## src/rtl/alu_pkg.sv

```systemverilog
// Shared ALU/EX-MEM definitions: FSM encodings, the overflow cause code,
// and the registered EX/MEM bundle.
package alu_pkg;

  localparam logic       ST_RUN  = 1'b0;
  localparam logic       ST_TRAP = 1'b1;

  // MIPS arithmetic-overflow cause code, consumed by CP0.
  localparam logic [4:0] EXC_OV  = 5'h0C;

  typedef struct packed {
    logic        valid;
    logic        regwrite;
    logic        memread;
    logic        memwrite;
    logic        zero;
    logic [4:0]  rd;
    logic [31:0] result;
    logic [31:0] wdata;
  } mem_bundle_t;

endpackage

```

## src/rtl/ex_result_fmt.sv

```systemverilog
// Combinational result formatting (SLT mux) and trapping-overflow detection.
module ex_result_fmt (
  input  logic        ex_valid,
  input  logic        trap_en,
  input  logic        slt_sel,
  input  logic        alu_ovf,
  input  logic        alu_neg,
  input  logic [31:0] alu_s,
  output logic [31:0] result,
  output logic        fault
);

  assign result = slt_sel ? {31'b0, alu_neg} : alu_s;
  // SLT never traps, and unsigned ops leave trap_en low.
  assign fault  = ex_valid & trap_en & alu_ovf & ~slt_sel;

endmodule

```

## src/rtl/ex_mem_reg.sv

```systemverilog
// EX/MEM pipeline register with overflow trap: squashes the faulting entry,
// holds exc_req/epc, and inserts bubbles until the exception is acknowledged.
module ex_mem_reg
  import alu_pkg::*;
#(
  parameter int PC_WIDTH   = 32,
  parameter int VECTOR_CNT = 0
) (
  input  logic                clk,
  input  logic                reset,
  input  logic                stall,
  input  logic                flush,
  input  logic                ex_valid,
  input  logic [31:0]         alu_s,
  input  logic                alu_zero,
  input  logic                alu_ovf,
  input  logic                alu_neg,
  input  logic                trap_en,
  input  logic                slt_sel,
  input  logic [PC_WIDTH-1:0] ex_pc,
  input  logic [4:0]          ex_rd,
  input  logic                ex_regwrite,
  input  logic                ex_memread,
  input  logic                ex_memwrite,
  input  logic [31:0]         ex_wdata,
  input  logic                exc_ack,
  output logic                mem_valid,
  output logic                mem_regwrite,
  output logic                mem_memread,
  output logic                mem_memwrite,
  output logic [31:0]         mem_result,
  output logic                mem_zero,
  output logic [4:0]          mem_rd,
  output logic [31:0]         mem_wdata,
  output logic                exc_req,
  output logic [PC_WIDTH-1:0] epc
);

  // Only the overflow cause exists today; other vector counts are unsupported.
  if (VECTOR_CNT != 0) begin : g_vector_cnt_unsupported
  end

  logic          state;
  logic [31:0]   result_next;
  logic          fault;
  mem_bundle_t   mem_q;

  ex_result_fmt u_fmt (
    .ex_valid (ex_valid),
    .trap_en  (trap_en),
    .slt_sel  (slt_sel),
    .alu_ovf  (alu_ovf),
    .alu_neg  (alu_neg),
    .alu_s    (alu_s),
    .result   (result_next),
    .fault    (fault)
  );

  always_ff @(posedge clk or negedge reset) begin
    if (!reset) begin
      state <= ST_RUN;
      mem_q <= '0;
      epc   <= '0;
    end else if (state == ST_TRAP) begin
      // Bubbles regardless of stall; the ack edge itself also captures a bubble.
      mem_q <= '0;
      if (exc_ack) state <= ST_RUN;
    end else if (!stall) begin
      if (flush) begin
        mem_q <= '0;
      end else if (fault) begin
        mem_q.valid    <= 1'b1;
        mem_q.regwrite <= 1'b0;
        mem_q.memread  <= 1'b0;
        mem_q.memwrite <= 1'b0;
        mem_q.zero     <= alu_zero;
        mem_q.rd       <= ex_rd;
        mem_q.result   <= alu_s;
        mem_q.wdata    <= ex_wdata;
        epc            <= ex_pc;
        state          <= ST_TRAP;
      end else begin
        mem_q.valid    <= ex_valid;
        mem_q.regwrite <= ex_regwrite & ex_valid;
        mem_q.memread  <= ex_memread  & ex_valid;
        mem_q.memwrite <= ex_memwrite & ex_valid;
        mem_q.zero     <= alu_zero;
        mem_q.rd       <= ex_rd;
        mem_q.result   <= result_next;
        mem_q.wdata    <= ex_wdata;
      end
    end
  end

  assign exc_req      = (state == ST_TRAP);
  assign mem_valid    = mem_q.valid;
  assign mem_regwrite = mem_q.regwrite;
  assign mem_memread  = mem_q.memread;
  assign mem_memwrite = mem_q.memwrite;
  assign mem_zero     = mem_q.zero;
  assign mem_rd       = mem_q.rd;
  assign mem_result   = mem_q.result;
  assign mem_wdata    = mem_q.wdata;

endmodule

```

## config.mk

```make
export PLATFORM = sky130hd
export DESIGN_NAME = ex_mem_reg
export DESIGN_NICKNAME = d
export VERILOG_FILES = /design/src/rtl/alu_pkg.sv /design/src/rtl/ex_result_fmt.sv /design/src/rtl/ex_mem_reg.sv
export SDC_FILE = /design/constraint.sdc
export NUM_CORES = 1
export LEC_CHECK = 0
export BUFFER_PORTS_ARGS = -buffer_cell sky130_fd_sc_hd__buf_4
export CAP_MARGIN = 10
export CORE_MARGIN = 2
export CORE_UTILIZATION = 30
export DETAILED_ROUTE_END_ITERATION = 10
export PLACE_DENSITY_LB_ADDON = 0.3
export SETUP_SLACK_MARGIN = 0.05
export SLEW_MARGIN = 40
export SYNTH_ARGS = -nofsm -noshare
export SYNTH_HDL_FRONTEND = slang
export SYNTH_SLANG_ARGS = --single-unit
```

## constraint.sdc

```tcl
create_clock -name clk -period 1.5 [get_ports clk]
set_input_delay 0.45 -clock clk [delete_from_list [all_inputs] [get_ports clk]]
set_output_delay 0.45 -clock clk [all_outputs]
set_load 0.1 [all_outputs]
```

==> results.ini, run 1 <==
[detailed_routing]
num_vias=3033
first_iter_violations=164
ant_nets=0
routed_wl_mm=11.0
drc=0
wire_per_inst_um=16.7
via_per_inst=4.61
dr.pass1.iters=4

[final_layout]
final_util=0.538
syn_to_final_growth_pct=74.5
antenna-diode-count=0
layout-drive-gt1-share=0.597
fin_cells=658
fin_nets=596

[cts]
cts_hold_buf=0
htreeDepth=3
cts_tree=yes
cts_buffers=9
clock-root-buffer=clkbuf_16
insertion_delay_ns=0.34
clock-sinks=107
clkTransAtPathRegs_ns=0.07
cts.path.max_buffers=2

[sta]
period_share=1.06
finClkSkew_ns=0.00717
hold_viol=0
final.setup.worst_slack_ns=-0.0861
rsz0062_at_grt=yes
finalSetupViolations=51
worst_slew_pin_slew_ns=0.512
worst_hold_slack_ns=0.0156
min_period_ns=1.59
max_freq_mhz=630
maxSlewViolCount=0
relSlewSlack=0.656

[pwr]
p_leak_nw=3.43
powerDensity_nw_per_um2=1460
power_mw=9.91
peakVddDrop_v=0.000549

[critical_path]
cp_slowest_cell=dfrtp_4
crit_arrival_ns=1.14
startpoint_type=register
critPathMaxStageDelay_ns=0.50
worstPathMaxFanout=4
crit_buf_inv=2
critPathTopFamily=flip-flops
critPathKind=register to output port
end_kind=output port
required_ns=1.05
path_cells=buf_6 -> buf_12

[place]
dp_hpwl_mm=7.67
gp_congestion=0.757
pre_cts_slack_ns=-0.192
port_buffers=221
post-place-cells=639

[die]
die_area_sq_um=13900
core-area_sq_um=12600
fp.dieH_um=118
rows=41
die_width_um=118
io_pins=222
start_util=0.308

[logic_synthesis]
syn_avg_cell_area_sq_um=15.6
syn_area_sq_um=3890
synth_fp_nets=365
ys_seq_elements=107
yosysWarningCount=0
netlist_instances=250
synth_cell_types=21
yosysSeqAreaShare=0.688

[flow_run]
drv_cap=0

[global_routing]
antenna_found_initial=0
grt.total_usage=0.156
first_global_vias=3260
grt_max_degree=45
grt_pass1_wl_mm=17.3
grt_overflow=0

[hold_path]
hold_class=input pin to asynchronous set/reset pin

[status]
violations=negative setup slack
status=complete, but fails checks

## per-layer routing
layer | part of all wire | track usage | up-vias | routed length [um]
met5 | 0 | 0 | - | 0
met4 | 0.015 | 0.0527 | 0 | 168
met3 | 0.071 | 0.0451 | 14 | 779
met2 | 0.50 | 0.267 | 141 | 5530
met1 | 0.41 | 0.189 | 1486 | 4540
li1 | - | - | 1392 | -
## per-stage QoR
step	instance area, sq um	TNS (ns)
floorplan	3910	-6.19
finish	6790	-2.05
CTS	6580	-0.753
detailed placement	5870	-9.29
global placement	5870	-8.69
global route	6790	-4.92
## cell families after synthesis
| kind of cell | count (synthesis) | synth area share |
|---|---|---|
| compound gates | 75 | 0.165 |
| buf+inv | 20 | 0.0289 |
| flops | 107 | 0.688 |
| mux | 33 | 0.0955 |
| simple gates | 15 | 0.0225 |
## power breakdown
group	leakage, nW	internal (mW)	switching [mW]
clock	0.168	1.65	0.988
combinational	1.86	1.12	2.73
sequential	1.40	3.19	0.240
## worst paths after layout
kind,from,end,slack (ns),depth (start not counted)
max reg2reg,exc_req,mem_result[9],-0.07,4
min in group clk,alu_s[8],mem_result[8],0.33,2
max,exc_req,exc_req,-0.09,2
max in group asynchronous,reset,epc[3],0.97,2
min reg2reg,epc[17],epc[17],0.49,1
min,reset,epc[13],0.02,1
## cells in the final DEF (no fill, tap or decap), types with 2 or more instances in the layout
cell type  Yosys  final
nand2_1        6      6
clkbuf_16      0     10
o21ai_0        3      2
buf_4          0    128
buf_12         0      8
bufinv_16      0      2
dfrtp_1      107    106
buf_6          3     99
buf_8          0      3
mux2_1        29      3
mux2_4         0     29
clkbuf_8       0      4
a22o_1        70     70
## cell type report
| type | count | area (sq um) |
|---|---|---|
| fillers | 1085 | 5830 |
| flip-flops and latches | 107 | 2680 |
| repair buffers | 239 | 2310 |
| multi-input cells | 123 | 1230 |
| clock buffers | 13 | 280 |
| well taps | 172 | 215 |
| clock inverters | 3 | 67.6 |
| inverters | 1 | 3.75 |
## timing repair
item,CTS,global route
gates cloned,1,1
setup buffers,2,0
endpoints found under the setup margin,134,137
resized for setup,83,57
pin swaps,1,1
## sequential cells by signal, indices dropped and copies added (netlist names)
register and cells:
mem_memread 1, exc_req 1, mem_zero 1, mem_result 32, mem_regwrite 1, mem_memwrite 1, mem_valid 1, epc 32
mem_wdata 32, mem_rd 5
## cells in the mapped netlist
library cell,count,area share
dfrtp_1,107,0.69
a22o_1,70,0.16
mux2_1,29,0.084
buf_2,12,0.015
nand2_1,6,0.0058
clkbuf_1,4,0.0039
mux2_2,4,0.012
buf_6,3,0.0087
o21ai_0,3,0.0039
a21o_1,1,0.0019
a21oi_1,1,0.0013
and3_1,1,0.0016
and3b_1,1,0.0023
inv_1,1,0.00096
nand2b_1,1,0.0016
nor2_1,1,0.00096
nor2b_1,1,0.0016
nor3_2,1,0.0026
nor3b_1,1,0.0019
nor4_1,1,0.0016
or4b_1,1,0.0026
Note: power is estimated with default switching activity, not from simulation.
==> run 2, diff against run 1 <==
- CORE_MARGIN: 2 -> 5
- SKIP_LAST_GASP: unset -> 1
==> results.ini, run 2 (synthesis gave the netlist of run 1 again) <==
[global_routing]
use_met1=0.178  ; -0.0105
grt_pass1_wl_mm=16.5  ; -4.5%
first_global_vias=3150  ; -3.4%
grt_overflow=0  ; unchanged
grt_util_met2=0.220  ; -0.0474
antenna_found_initial=0  ; unchanged
grt.total_usage=0.140  ; -0.0166
grt-busiest-layer=met2
use_met3=0.0531  ; +0.00808
grt_max_degree=50  ; +11%

[pwr]
p_leak_nw=3.61  ; +5.3%
power_mw=9.74  ; -1.7%
powerDensity_nw_per_um2=1350  ; -7.8%
peakVddDrop_v=0.000547  ; -0.38%

[cts]
cts_tree=yes
htreeDepth=3  ; unchanged
clock-sinks=107  ; unchanged
clock-root-buffer=clkbuf_16
cts_buffers=9  ; unchanged
cts.path.max_buffers=2  ; unchanged
clkTransAtPathRegs_ns=0.07  ; about the same
insertion_delay_ns=0.33  ; about the same

[die]
io_pins=222  ; unchanged
start_util=0.307  ; -0.00125
die_area_sq_um=15300  ; +10%
rows=41  ; unchanged
fp.dieH_um=124  ; +5.1%
core-area_sq_um=12700  ; +0.41%
die_width_um=124  ; +5.1%

[detailed_routing]
wire_per_inst_um=19.5  ; +16%
ant_nets=0  ; unchanged
num_vias=3215  ; +6.0%
dr.pass1.iters=6  ; +2
first_iter_violations=166  ; +1.2%
drc=0  ; unchanged
routed_wl_mm=13.2  ; +20%
via_per_inst=4.75  ; +3.0%

[critical_path]
rrSetupSlack_ns=-0.07  ; about the same
critPathTopFamily=flip-flops
crit_buf_inv=2  ; unchanged
r2r_cells=4  ; unchanged
critPathMaxStageDelay_ns=0.51  ; about the same
startpoint_type=register
crit_arrival_ns=1.15  ; about the same
required_ns=1.05  ; about the same
r2r-end=epc[24]
end_kind=output port
worstPathMaxFanout=5  ; +1
r2r-start=exc_req
cp_slowest_cell=dfrtp_4
critPathKind=register to output port
path_cells=buf_6 -> buf_12

[hold_path]
hold_class=input pin to register
hold_start=alu_s[31]
holdPathStages=2
holdPathEnd=mem_result[31]

[place]
post-place-cells=636  ; -0.47%
gp_congestion=0.753  ; -0.50%
dp_hpwl_mm=8.10  ; +5.7%
port_buffers=221  ; unchanged

[sta]
worst_hold_slack_ns=0.328  ; +0.312 ns
final.setup.worst_slack_ns=-0.0981  ; -0.0120 ns
rsz0062_at_grt=yes
tns_ns=-2.47  ; -0.423 ns
min_period_ns=1.60  ; +0.0120 ns
hold_viol=0  ; unchanged
max_freq_mhz=626  ; -0.75%
period_share=1.07  ; +0.00803
finClkSkew_ns=0.00688  ; -0.000285 ns
finalSetupViolations=82  ; +61%
relSlewSlack=0.714  ; +0.0584
maxSlewViolCount=0  ; unchanged
worst_slew_pin_slew_ns=0.428  ; -0.0833 ns

[final_layout]
fin_nets=616  ; +3.4%
final_util=0.571  ; +0.0328
n_fill_cell=998  ; -8.0%
fin_cells=677  ; +2.9%
antenna-diode-count=0  ; unchanged
final_common_cell=buf_4
layout-drive-gt1-share=0.618  ; +0.0211
final_cell_mix=buf_4 (122), dfrtp_1 (105), buf_6 (99), a22o_1 (70), mux2_4 (32)
syn_to_final_growth_pct=85.9

[flow_run]
drv_cap=0  ; unchanged

[status]
status=complete, but fails checks
violations=negative setup slack

## run 2: where the power goes
group          switching (mW)  total, mW  internal, mW
Sequential              0.250       3.44          3.19
Combinational            2.78       4.04          1.26
Clock                   0.999       2.25          1.25
Total                    4.03       9.74          5.71
## run 2: repair_timing
item	in CTS	in global routing
endpoints found under the setup margin	130	155
setup buffers	1	6
hold buffers	1	0
cloned	0	18
hold endpoints to repair	12	0
resized for setup	71	104
pin swaps	0	9
## run 2: metrics by stage
step                cell area (sq um)  setup slack [ns]
floorplan                        3910            -0.177
global placement                 5840            -0.184
CTS                              6420            -0.123
detailed placement               5840            -0.211
finish                           7230           -0.0981
global route                     7230            -0.140
## run 2: area by class of cell
type,count,area (sq um),share of cell area
clock buffers,12,267,0.0369
clock inverters,3,22.5,0.00311
inverters,1,3.75,0.000519
multi-input cells,123,1250,0.173
flip-flops and latches,107,2680,0.371
well taps,172,215,0.0298
repair buffers,259,2790,0.385
## run 2: routing by layer
layer / share of wire / vias to the layer above
met1: 0.41 / 1614
met5: 0 / -
li1: - / 1433
met4: 0.010 / 0
met3: 0.093 / 9
met2: 0.49 / 159
## run 2: worst max path at each step
stage	cells past startpoint	to	slack [ns]	startpoint
2_1_floorplan	5	epc[10]	-0.18	exc_req
3_3_place_gp	5	epc[7]	-0.18	slt_sel
3_5_place_dp	5	epc[6]	-0.21	slt_sel
4_1_cts	2	exc_req	-0.12	exc_req
5_1_grt	2	exc_req	-0.14	exc_req
6_report	2	exc_req	-0.1	exc_req
==> run 3, diff against run 2 <==
- RECOVER_POWER: unset -> 100
- clock period: 1.5 -> 1.88 ns (I/O delays scaled with it)
==> results.ini, run 3 (synthesis gave the netlist of run 1 again) <==
[critical_path]
startpoint_type=register
cp_slowest_cell=dfrtp_2
critPathTopFamily=flip-flops
crit_buf_inv=1  ; -1
worstPathMaxFanout=8  ; +3
critPathMaxStageDelay_ns=0.47  ; -0.04 ns
required_ns=1.32  ; +0.27 ns
crit_arrival_ns=1.19  ; +0.04 ns
path_cells=clkbuf_4
critPathKind=register to output port
end_kind=output port

[global_routing]
grt_pass1_wl_mm=16.1  ; -2.4%
first_global_vias=3105  ; -1.4%
grt_max_degree=108  ; +120%
antenna_found_initial=0  ; unchanged
grt_overflow=0  ; unchanged
grt.total_usage=0.137  ; -0.00261

[cts]
clock-sinks=107  ; unchanged
cts_buffers=9  ; unchanged
clkTransAtPathRegs_ns=0.07  ; about the same
htreeDepth=3  ; unchanged
insertion_delay_ns=0.34  ; about the same
clock-root-buffer=clkbuf_16
cts_setup_buffers=0  ; -1
cts.path.max_buffers=2  ; unchanged
cts_resized=0  ; -100%
cts_tree=yes
cts_hold_buf=0  ; -1

[die]
io_pins=222  ; unchanged
fp.dieH_um=124  ; unchanged
die_width_um=124  ; unchanged
die_area_sq_um=15300  ; unchanged
rows=41  ; unchanged
core-area_sq_um=12700  ; unchanged
start_util=0.307  ; unchanged

[flow_run]
drv_cap=0  ; unchanged

[final_layout]
final_common_cell=buf_4
layout-drive-gt1-share=0.517  ; -0.101
syn_to_final_growth_pct=48.1
fin_area_sq_um=5760  ; -20%
antenna-diode-count=0  ; unchanged
fin_nets=584  ; -5.2%
final_cell_mix=buf_4 (113), dfrtp_1 (106), clkbuf_2 (102), a22o_1 (70), mux2_1 (29)

[sta]
worst_slew_pin_slew_ns=0.785  ; +0.357 ns
tns_ns=0  ; +2.47 ns
period_share=0.934
hold_viol=0  ; unchanged
min_period_ns=1.76
finalSetupViolations=0  ; -100%
relSlewSlack=0.477  ; -0.238
finClkSkew_ns=0.00507  ; -0.00181 ns
rsz0062_at_grt=no
maxSlewViolCount=0  ; unchanged
max_freq_mhz=570

[place]
place_area_sq_um=5770  ; -1.2%
port_buffers=221  ; unchanged
dp_hpwl_mm=7.81  ; -3.7%
gp_congestion=0.688  ; -8.6%

[detailed_routing]
ant_nets=0  ; unchanged
drc=0  ; unchanged
num_vias=2956  ; -8.1%
wire_per_inst_um=16.6  ; -15%
routed_wl_mm=10.7  ; -19%
dr.pass1.iters=4  ; -2
via_per_inst=4.58  ; -3.6%
first_iter_violations=157  ; -5.4%

[hold_path]
hold_class=input pin to asynchronous set/reset pin

[pwr]
peakVddDrop_v=0.000428  ; -22%
power_mw=7.11  ; -27%
p_leak_nw=3.09  ; -14%
powerDensity_nw_per_um2=1230  ; -8.4%

[status]
status=completed

==> run 3: area by class of cell <==
class / instances / area, sq um
fill: 1213 / 6910
clock buffer: 15 / 278
sequential: 107 / 2680
clock inverter: 1 / 7.51
multi-input combinational: 123 / 1110
inverter: 1 / 3.75
timing repair buffer: 227 / 1460
tap: 172 / 215
==> run 3: stage by stage <==
stage | hold WS [ns] | utilization | worst slack, ns | std cells
2_1_floorplan | 0.268 | - | 0.0666 | 250
6_report | 0.322 | 0.455 | 0.124 | 646
5_1_grt | 0.417 | 0.455 | 0.0488 | 646
3_3_place_gp | 0.469 | 0.456 | 0.0590 | 630
3_5_place_dp | 0.482 | 0.456 | 0.0469 | 630
4_1_cts | 0.319 | 0.478 | 0.132 | 646
==> run 3: per-layer routing <==
| layer | vias to the layer above | GRT usage | part of all wire |
|---|---|---|---|
| met1 | 1432 | 0.173 | 0.41 |
| met5 | - | 0 | 0 |
| met2 | 136 | 0.215 | 0.47 |
| met4 | 0 | 0.0637 | 0.022 |
| met3 | 16 | 0.0422 | 0.10 |
| li1 | 1372 | - | - |
==> run 3: worst paths after layout <==
kind	start	to	slack (ns)	depth (start not counted)
worst max-delay path	exc_req	exc_req	0.12	1
worst min-delay path	reset	mem_wdata[30]	0.32	2
worst max register to register	exc_req	mem_wdata[14]	0.21	3
worst min register to register	epc[10]	epc[10]	0.49	1
max in group asynchronous	reset	exc_req	1.05	2
min in group clk	ex_pc[12]	epc[12]	0.43	2
==> run 3: power by group <==
part           leakage, nW  internal (mW)  total, mW  switching, mW
Sequential            1.40           2.55       2.67          0.128
Combinational         1.55          0.470       2.63           2.16
Clock                0.136           1.01       1.80          0.795
Total                 3.09           4.03       7.11           3.08
